--- config.mk ---
export PLATFORM = sky130hd
export DESIGN_NAME = serial_adder
export DESIGN_NICKNAME = d
export VERILOG_FILES = /design/src/rtl/serial_adder.sv
export SDC_FILE = /design/constraint.sdc
export NUM_CORES = 1
export LEC_CHECK = 0
export CAP_MARGIN = 5
export CORE_AREA = 2 2 63 65
export CTS_BUF_LIST = sky130_fd_sc_hd__clkbuf_4 sky130_fd_sc_hd__clkbuf_8
export DETAILED_ROUTE_END_ITERATION = 8
export DIE_AREA = 0 0 65 67
export PLACE_DENSITY = 0.75
export SYNTH_ARGS = -nofsm -noshare
export SYNTH_HDL_FRONTEND = slang
export SYNTH_SLANG_ARGS = --single-unit
--- constraint.sdc ---
create_clock -name clk -period 1.3 [get_ports clk]
set_input_delay 0.26 -clock clk [delete_from_list [all_inputs] [get_ports clk]]
set_output_delay 0.26 -clock clk [all_outputs]
set_load 0.01 [all_outputs]
--- src/rtl/serial_adder.sv ---
// Bit-serial adder: processes one operand bit per clock, LSB first, and
// presents the WIDTH-bit sum and carry out with a one-cycle done pulse.
module serial_adder #(
  parameter int unsigned WIDTH = 8
) (
  input  logic             clk,
  input  logic             rst,
  input  logic             start,
  input  logic [WIDTH-1:0] a,
  input  logic [WIDTH-1:0] b,
  output logic             busy,
  output logic             done,
  output logic [WIDTH-1:0] sum,
  output logic             cout
);

  localparam int unsigned CNT_W = (WIDTH > 1) ? $clog2(WIDTH) : 1;

  typedef enum logic [1:0] {
    IDLE = 2'd0,
    RUN  = 2'd1,
    DONE = 2'd2
  } state_t;

  state_t           state;
  state_t           state_next;
  logic [WIDTH-1:0] a_sh;
  logic [WIDTH-1:0] b_sh;
  logic [WIDTH-1:0] res_sh;
  logic [WIDTH-1:0] res_next_c;
  logic             carry;
  logic [CNT_W-1:0] cnt;
  logic             sum_bit_c;
  logic             carry_next_c;
  logic             last_c;

  // One full-adder slice on the current LSBs
  always_comb begin
    sum_bit_c    = a_sh[0] ^ b_sh[0] ^ carry;
    carry_next_c = (a_sh[0] & b_sh[0]) | (a_sh[0] & carry) | (b_sh[0] & carry);
    res_next_c   = {sum_bit_c, res_sh[WIDTH-1:1]};
    last_c       = (cnt == CNT_W'(WIDTH - 1));
  end

  // Next-state logic
  always_comb begin
    state_next = state;
    case (state)
      IDLE:    if (start) state_next = RUN;
      RUN:     if (last_c) state_next = DONE;
      DONE:    state_next = IDLE;
      default: state_next = IDLE;
    endcase
  end

  // State register with registered status flags
  always_ff @(posedge clk) begin
    if (rst) begin
      state <= IDLE;
      busy  <= 1'b0;
      done  <= 1'b0;
    end else begin
      state <= state_next;
      busy  <= (state_next == RUN);
      done  <= (state_next == DONE);
    end
  end

  // Operand shifters, carry, counter and result capture
  always_ff @(posedge clk) begin
    if (rst) begin
      a_sh   <= '0;
      b_sh   <= '0;
      res_sh <= '0;
      carry  <= 1'b0;
      cnt    <= '0;
      sum    <= '0;
      cout   <= 1'b0;
    end else begin
      case (state)
        IDLE: begin
          if (start) begin
            a_sh  <= a;
            b_sh  <= b;
            carry <= 1'b0;
            cnt   <= '0;
          end
        end
        RUN: begin
          a_sh   <= a_sh >> 1;
          b_sh   <= b_sh >> 1;
          res_sh <= res_next_c;
          carry  <= carry_next_c;
          cnt    <= cnt + CNT_W'(1);
          if (last_c) begin
            sum  <= res_next_c;
            cout <= carry_next_c;
          end
        end
        default: ;
      endcase
    end
  end

endmodule

After elaboration in Yosys (flattened, before gate mapping). Cells that the tools add are included.

Input bits: 19. Flip-flop bits (word level): 41. Output and inout bits: 11. Logic and storage cells: 38.

Add/subtract/negate cells: 1. Reduce and logical (&&, ||, !) cells: 4. Muxes and demuxes: 11. Bitwise gates (word level): 7. Equality and inequality tests: 5.

Operator list (number): 8-bit one-hot mux with 2 select lines (2); 8-bit 2-to-1 mux (2); 3-bit one-hot mux with 2 select lines (1); 2-bit by 1-bit == test with 1-bit output (second input constant) (2); 2-bit 2-to-1 mux (2); 2-bit one-hot mux with 2 select lines (1); 2-bit AND reduction (2); 3-bit by 1-bit adder with 3-bit output (second input constant) (1); 1-bit AND (3); 3-bit == test (second input constant) (1); 3-bit 2-to-1 mux (1); 2-bit == test (second input constant) (1); 2-bit logical NOT (1); 2-bit inequality test (second input constant) (1); 1-bit OR (2); 1-bit one-hot mux with 2 select lines (1); 2-bit nonzero test (1); 1-bit XOR (2); 1-bit 2-to-1 mux (1).

Logic depth before layout (Yosys ltp). Gate-level depths: netlist of run 1.

Word-level depth: 4. Gate-level depth with buffers: 6. Mapped depth without buffers: 5.

Worst setup path after synthesis of run 1. OpenSTA, ideal clock, no wires.

Kind: register to register. Start point: register cnt[0]. End point: register sum[5]. Library setup time: 142 ps. Arrival time: 1122 ps. Clock period less this slack: 1264 ps. Buffers on the path: 1. Cell stages (with the launch flop): 7. Required time: 1158 ps. Slack: 36 ps. Path through: dfxtp_1 -> ha_1 -> ha_1 -> and3b_1 -> buf_2 -> nand2_1 -> a21oi_1.

Cells in the longest elaborated chain, start to end: 2.

RTL lines: start: declaration (RTL line 32) `logic [CNT_W-1:0] cnt;`; start signal: assignment (RTL line 94) `cnt <= cnt + CNT_W'(1);`; 3-bit == test (RTL line 42) `last_c = (cnt == CNT_W'(WIDTH - 1));`; 2-bit AND reduction (no source line); end signal: assignment (RTL line 96) `sum <= res_next_c;`; end: declaration (RTL line 13) `output logic [WIDTH-1:0] sum,`.

Every way passes these cells. A chain may end at the register's enable or synchronous reset.

Worst setup path in the final report of run 1.
Start point: register cnt[1]. End point: register sum[2].

Same word-level chain as after synthesis.

==> metrics.md, run 1 <==
| Metric | Value |
|---|---|
| Synth cell types | `22` |
| First-pass GRT wire length | `5.21 mm` |
| Clock buffer depth | `2` |
| Routed len/inst | `between 10 and 15 um` |
| Worst R2R Path Depth | `6` |
| Worst Setup Path Type | `reg2reg` |
| Crit-path max FO | `5` |
| Worst-Skew Late Latency | `about 290 ps` |
| Total of max-cap violations | `0` |
| Min Clock Period, post-route | `1260 ps` |
| Core area | `0.00361 mm^2` |
| Status | `completed` |
| Final hold violations | `0` |
| PD cells | `1120 mW/mm^2` |
| IO Count | `30` |
| Cell taking the most area after synthesis | `dfxtp_1` |
| 1st-iter DRT viols | `54` |
| Yosys Warn Count | `0` |
| Clock-pin slew on the worst setup and hold paths | `70 ps` |
| Register Area | `between 800 and 900 um^2` |
| Die Wd | `65 um` |
| Fill cells | `326` |
| Final WL | `3.13 mm` |
| CTS Sinks | `40` |
| Vias in the first global route | `1206` |
| Vias | `about 1300` |
| Avg Cell Area, Syn | `9.63 um^2` |
| R2R Path End | `sum[2]` |
| Clk root buf | `clkbuf_8` |
| Largest cells by area after synthesis | `dfxtp_1 49%, mux2i_1 8.7%, a211oi_2 7.7%` |
| Pwr Total | `~2.4 mW` |
| Total GRT Usage | `15.7%` |
| Area of the multi-input gates | `approximately 780 um^2` |
| Non-filler cells, final | `253` |
| Worst slew margin | `76.1%` |
| DR pass1 iterations | `4` |
| R2R Setup Slk | `around 35 ps` |
| Pre-CTS setup slack | `-212 ps` |
| Data required, critical path | `1480 ps` |
| Hold Path Origin | `sum[4]` |
| Synth Net Count | `190` |
| Area share of the largest cell type after synthesis | `49.5%` |
| Min-Delay Path Class | `reg2reg` |
| Nets | `227` |
| Area delta synth->final | `32.4%` |
| Post-Synthesis Cells | `168` |
| Mapped cell area | `approximately 0.0016 mm^2` |
| Die Ht | `67 um` |
| TritonCTS clock tree | `done` |
| ANT cells | `0` |
| Crit. End Element | `flop` |
| Final Max Tran Viols | `0` |
| Post-route antenna net violation count | `0` |
| Largest net degree at the start of global routing | `between 40 and 50` |
| DP HPWL | `2.13 mm` |
| Synth Register Bits | `40` |
| Site Rows | `22` |
| CTS Buf Count | `5` |
| RD Place Congestion | `0.751` |
| Initial antenna violation count | `0` |
| Total die area | `0.00436 mm^2` |
| Final setup vio count | `0` |
| Sequential element share of the synthesized area | `49.5%` |
| PnR worst setup slack | `35.2 ps` |
| Hold path cells | `2` |
| Max IR drop VDD | `0.554 mV` |
| I/O Buffers | `29` |
| Number of remaining DRC errors | `0` |
| H-tree levels | `2` |
| Actual slew at the worst max-slew pin | `359 ps` |
| Leak Pwr | `0.846 nW` |
| Ratio of cells with drive above 1 in the final layout | `19.5%` |
| Ratio of final minimum period to clock period | `97.3%` |
| F_max | `a little under 0.8 GHz` |
| Hold Path End | `sum[4]` |
| GRT Residual Overflow | `0` |
| Reg-to-Reg Start | `cnt[1]` |
| Vias/cell | `5.00` |
| Clk_skew | `6.45 ps` |
| Initial Util | `44.9%` |
| Placed insts | `244` |
| Crit path DAT | `1440 ps` |
| Type of origin of the critical path | `flop` |
worst max-delay path: stages, from the launching register on:
cell,delay [ps]
dfxtp_2,340
ha_4,160
ha_4,150
and3b_2,230
buf_6,130
nand2_1,80
a21oi_2,50
through the flow:
stage                     area (um^2)  utilization [%]  hold slack (ps)  setup TNS [ps]
after detailed placement         2010             55.8              447           -3090
final                            2140             59.4              454               0
after floorplan                  1620                -              408               0
after CTS                        2080             57.8              454               0
after global routing             2140             59.4              477          -0.965
after global placement           2010             55.8              444           -2160
logic make-up (layout without fill, tap and decap cells):
logic type	count (synthesis)	count (layout)	share of synthesized area, %
AND/OR/NAND/NOR	59	59	14.9
AO/OA/AOI/OAI	40	40	19.6
flip-flops	40	40	49.5
multiplexers	14	14	8.66
buffers and inverters	12	49	4.64
adder cells (fa/ha/maj)	3	3	2.78
sequential cells by signal (all words and copies together) (netlist names):
name and count:
a_sh 8, b_sh 8, sum 8, res_sh 7
cnt 3, state 2, busy 1, carry 1
cout 1, done 1
cells in the final DEF (no fill, tap or decap):
cell type / synthesis / layout
o21ba_2: 1 / 1
a211oi_2: 10 / 10
buf_6: 2 / 2
buf_12: 0 / 3
nor2_1: 22 / 22
clkinv_2: 0 / 1
nand3b_1: 1 / 1
mux2i_1: 14 / 14
and2b_1: 1 / 1
nand2b_1: 1 / 1
ha_4: 0 / 2
clkbuf_8: 0 / 5
o21bai_2: 1 / 1
a22oi_1: 5 / 5
buf_4: 3 / 8
nand2_1: 32 / 31
clkbuf_4: 0 / 1
a211oi_1: 7 / 7
a21oi_2: 0 / 2
nor3b_1: 1 / 1
a21oi_1: 16 / 14
dfxtp_2: 0 / 2
dfxtp_1: 40 / 38
clkdlybuf4s50_1: 0 / 18
nand2_2: 0 / 1
fa_1: 1 / 1
dlygate4sd2_1: 0 / 11
and3b_2: 0 / 1
metal layers:
layer	wire length, um	part of all wire, %	vias up	GRT usage [%]
met2	1430	46	26	25.4
met1	1480	47	583	19.2
met4	97	3.1	0	10.4
met3	118	3.8	7	2.70
li1	-	-	648	-
met5	0	0	-	0
report_power, final:
| group | leakage [nW] | internal [mW] | switching [mW] |
|---|---|---|---|
| Clock | 0.0445 | 0.385 | 0.387 |
| Combinational | 0.474 | 0.161 | 0.143 |
| Sequential | 0.328 | 1.28 | 0.0351 |
| Total | 0.846 | 1.83 | 0.565 |
area by class of cell:
type,instances,share of cell area (%)
clock buffer,6,3.56
multi-input combinational,116,36.3
clock inverter,1,0.234
tap,48,2.80
timing repair buffer,42,19.6
sequential,40,37.5
what timing repair did:
item,in CTS,in global routing
cloned,0,1
hold buffers,0,0
pin swaps,0,2
resized for setup,12,12
setup endpoints to repair,18,9
buffers inserted,0,1
worst max path at each step:
stage                      start       to  slack (ps)  cells after the start
after CTS                 cnt[0]   sum[2]          20                      6
after floorplan           cnt[0]   sum[5]          40                      6
after global placement     start  b_sh[1]        -130                      5
after detailed placement   start  b_sh[1]        -210                      5
after global routing      cnt[1]   sum[2]          -1                      6
final                     cnt[1]   sum[2]          40                      6
synthesized netlist by cell type:
cell type	n
buf_6	2
fa_1	1
nand2_1	32
and2b_1	1
clkbuf_1	3
buf_2	3
a22oi_1	5
buf_4	3
a211oi_2	10
nor3b_1	1
ha_1	2
and3b_1	1
dfxtp_1	40
nand3b_1	1
a211oi_1	7
a21oi_1	16
nor2_1	22
nand2b_1	1
buf_1	1
o21ba_2	1
mux2i_1	14
o21bai_2	1
Note: power is estimated with default switching activity, not from simulation.
==> run 2, diff against run 1 <==
--- a/config.mk
+++ b/config.mk
@@ -11,6 +11,7 @@
 export DETAILED_ROUTE_END_ITERATION = 8
 export DIE_AREA = 0 0 65 67
 export PLACE_DENSITY = 0.75
+export SLEW_MARGIN = 20
 export SYNTH_ARGS = -nofsm -noshare
 export SYNTH_HDL_FRONTEND = slang
 export SYNTH_SLANG_ARGS = --single-unit
==> results of run 2 <==
No change in the layout: final DEF, timing and power equal those of run 1.
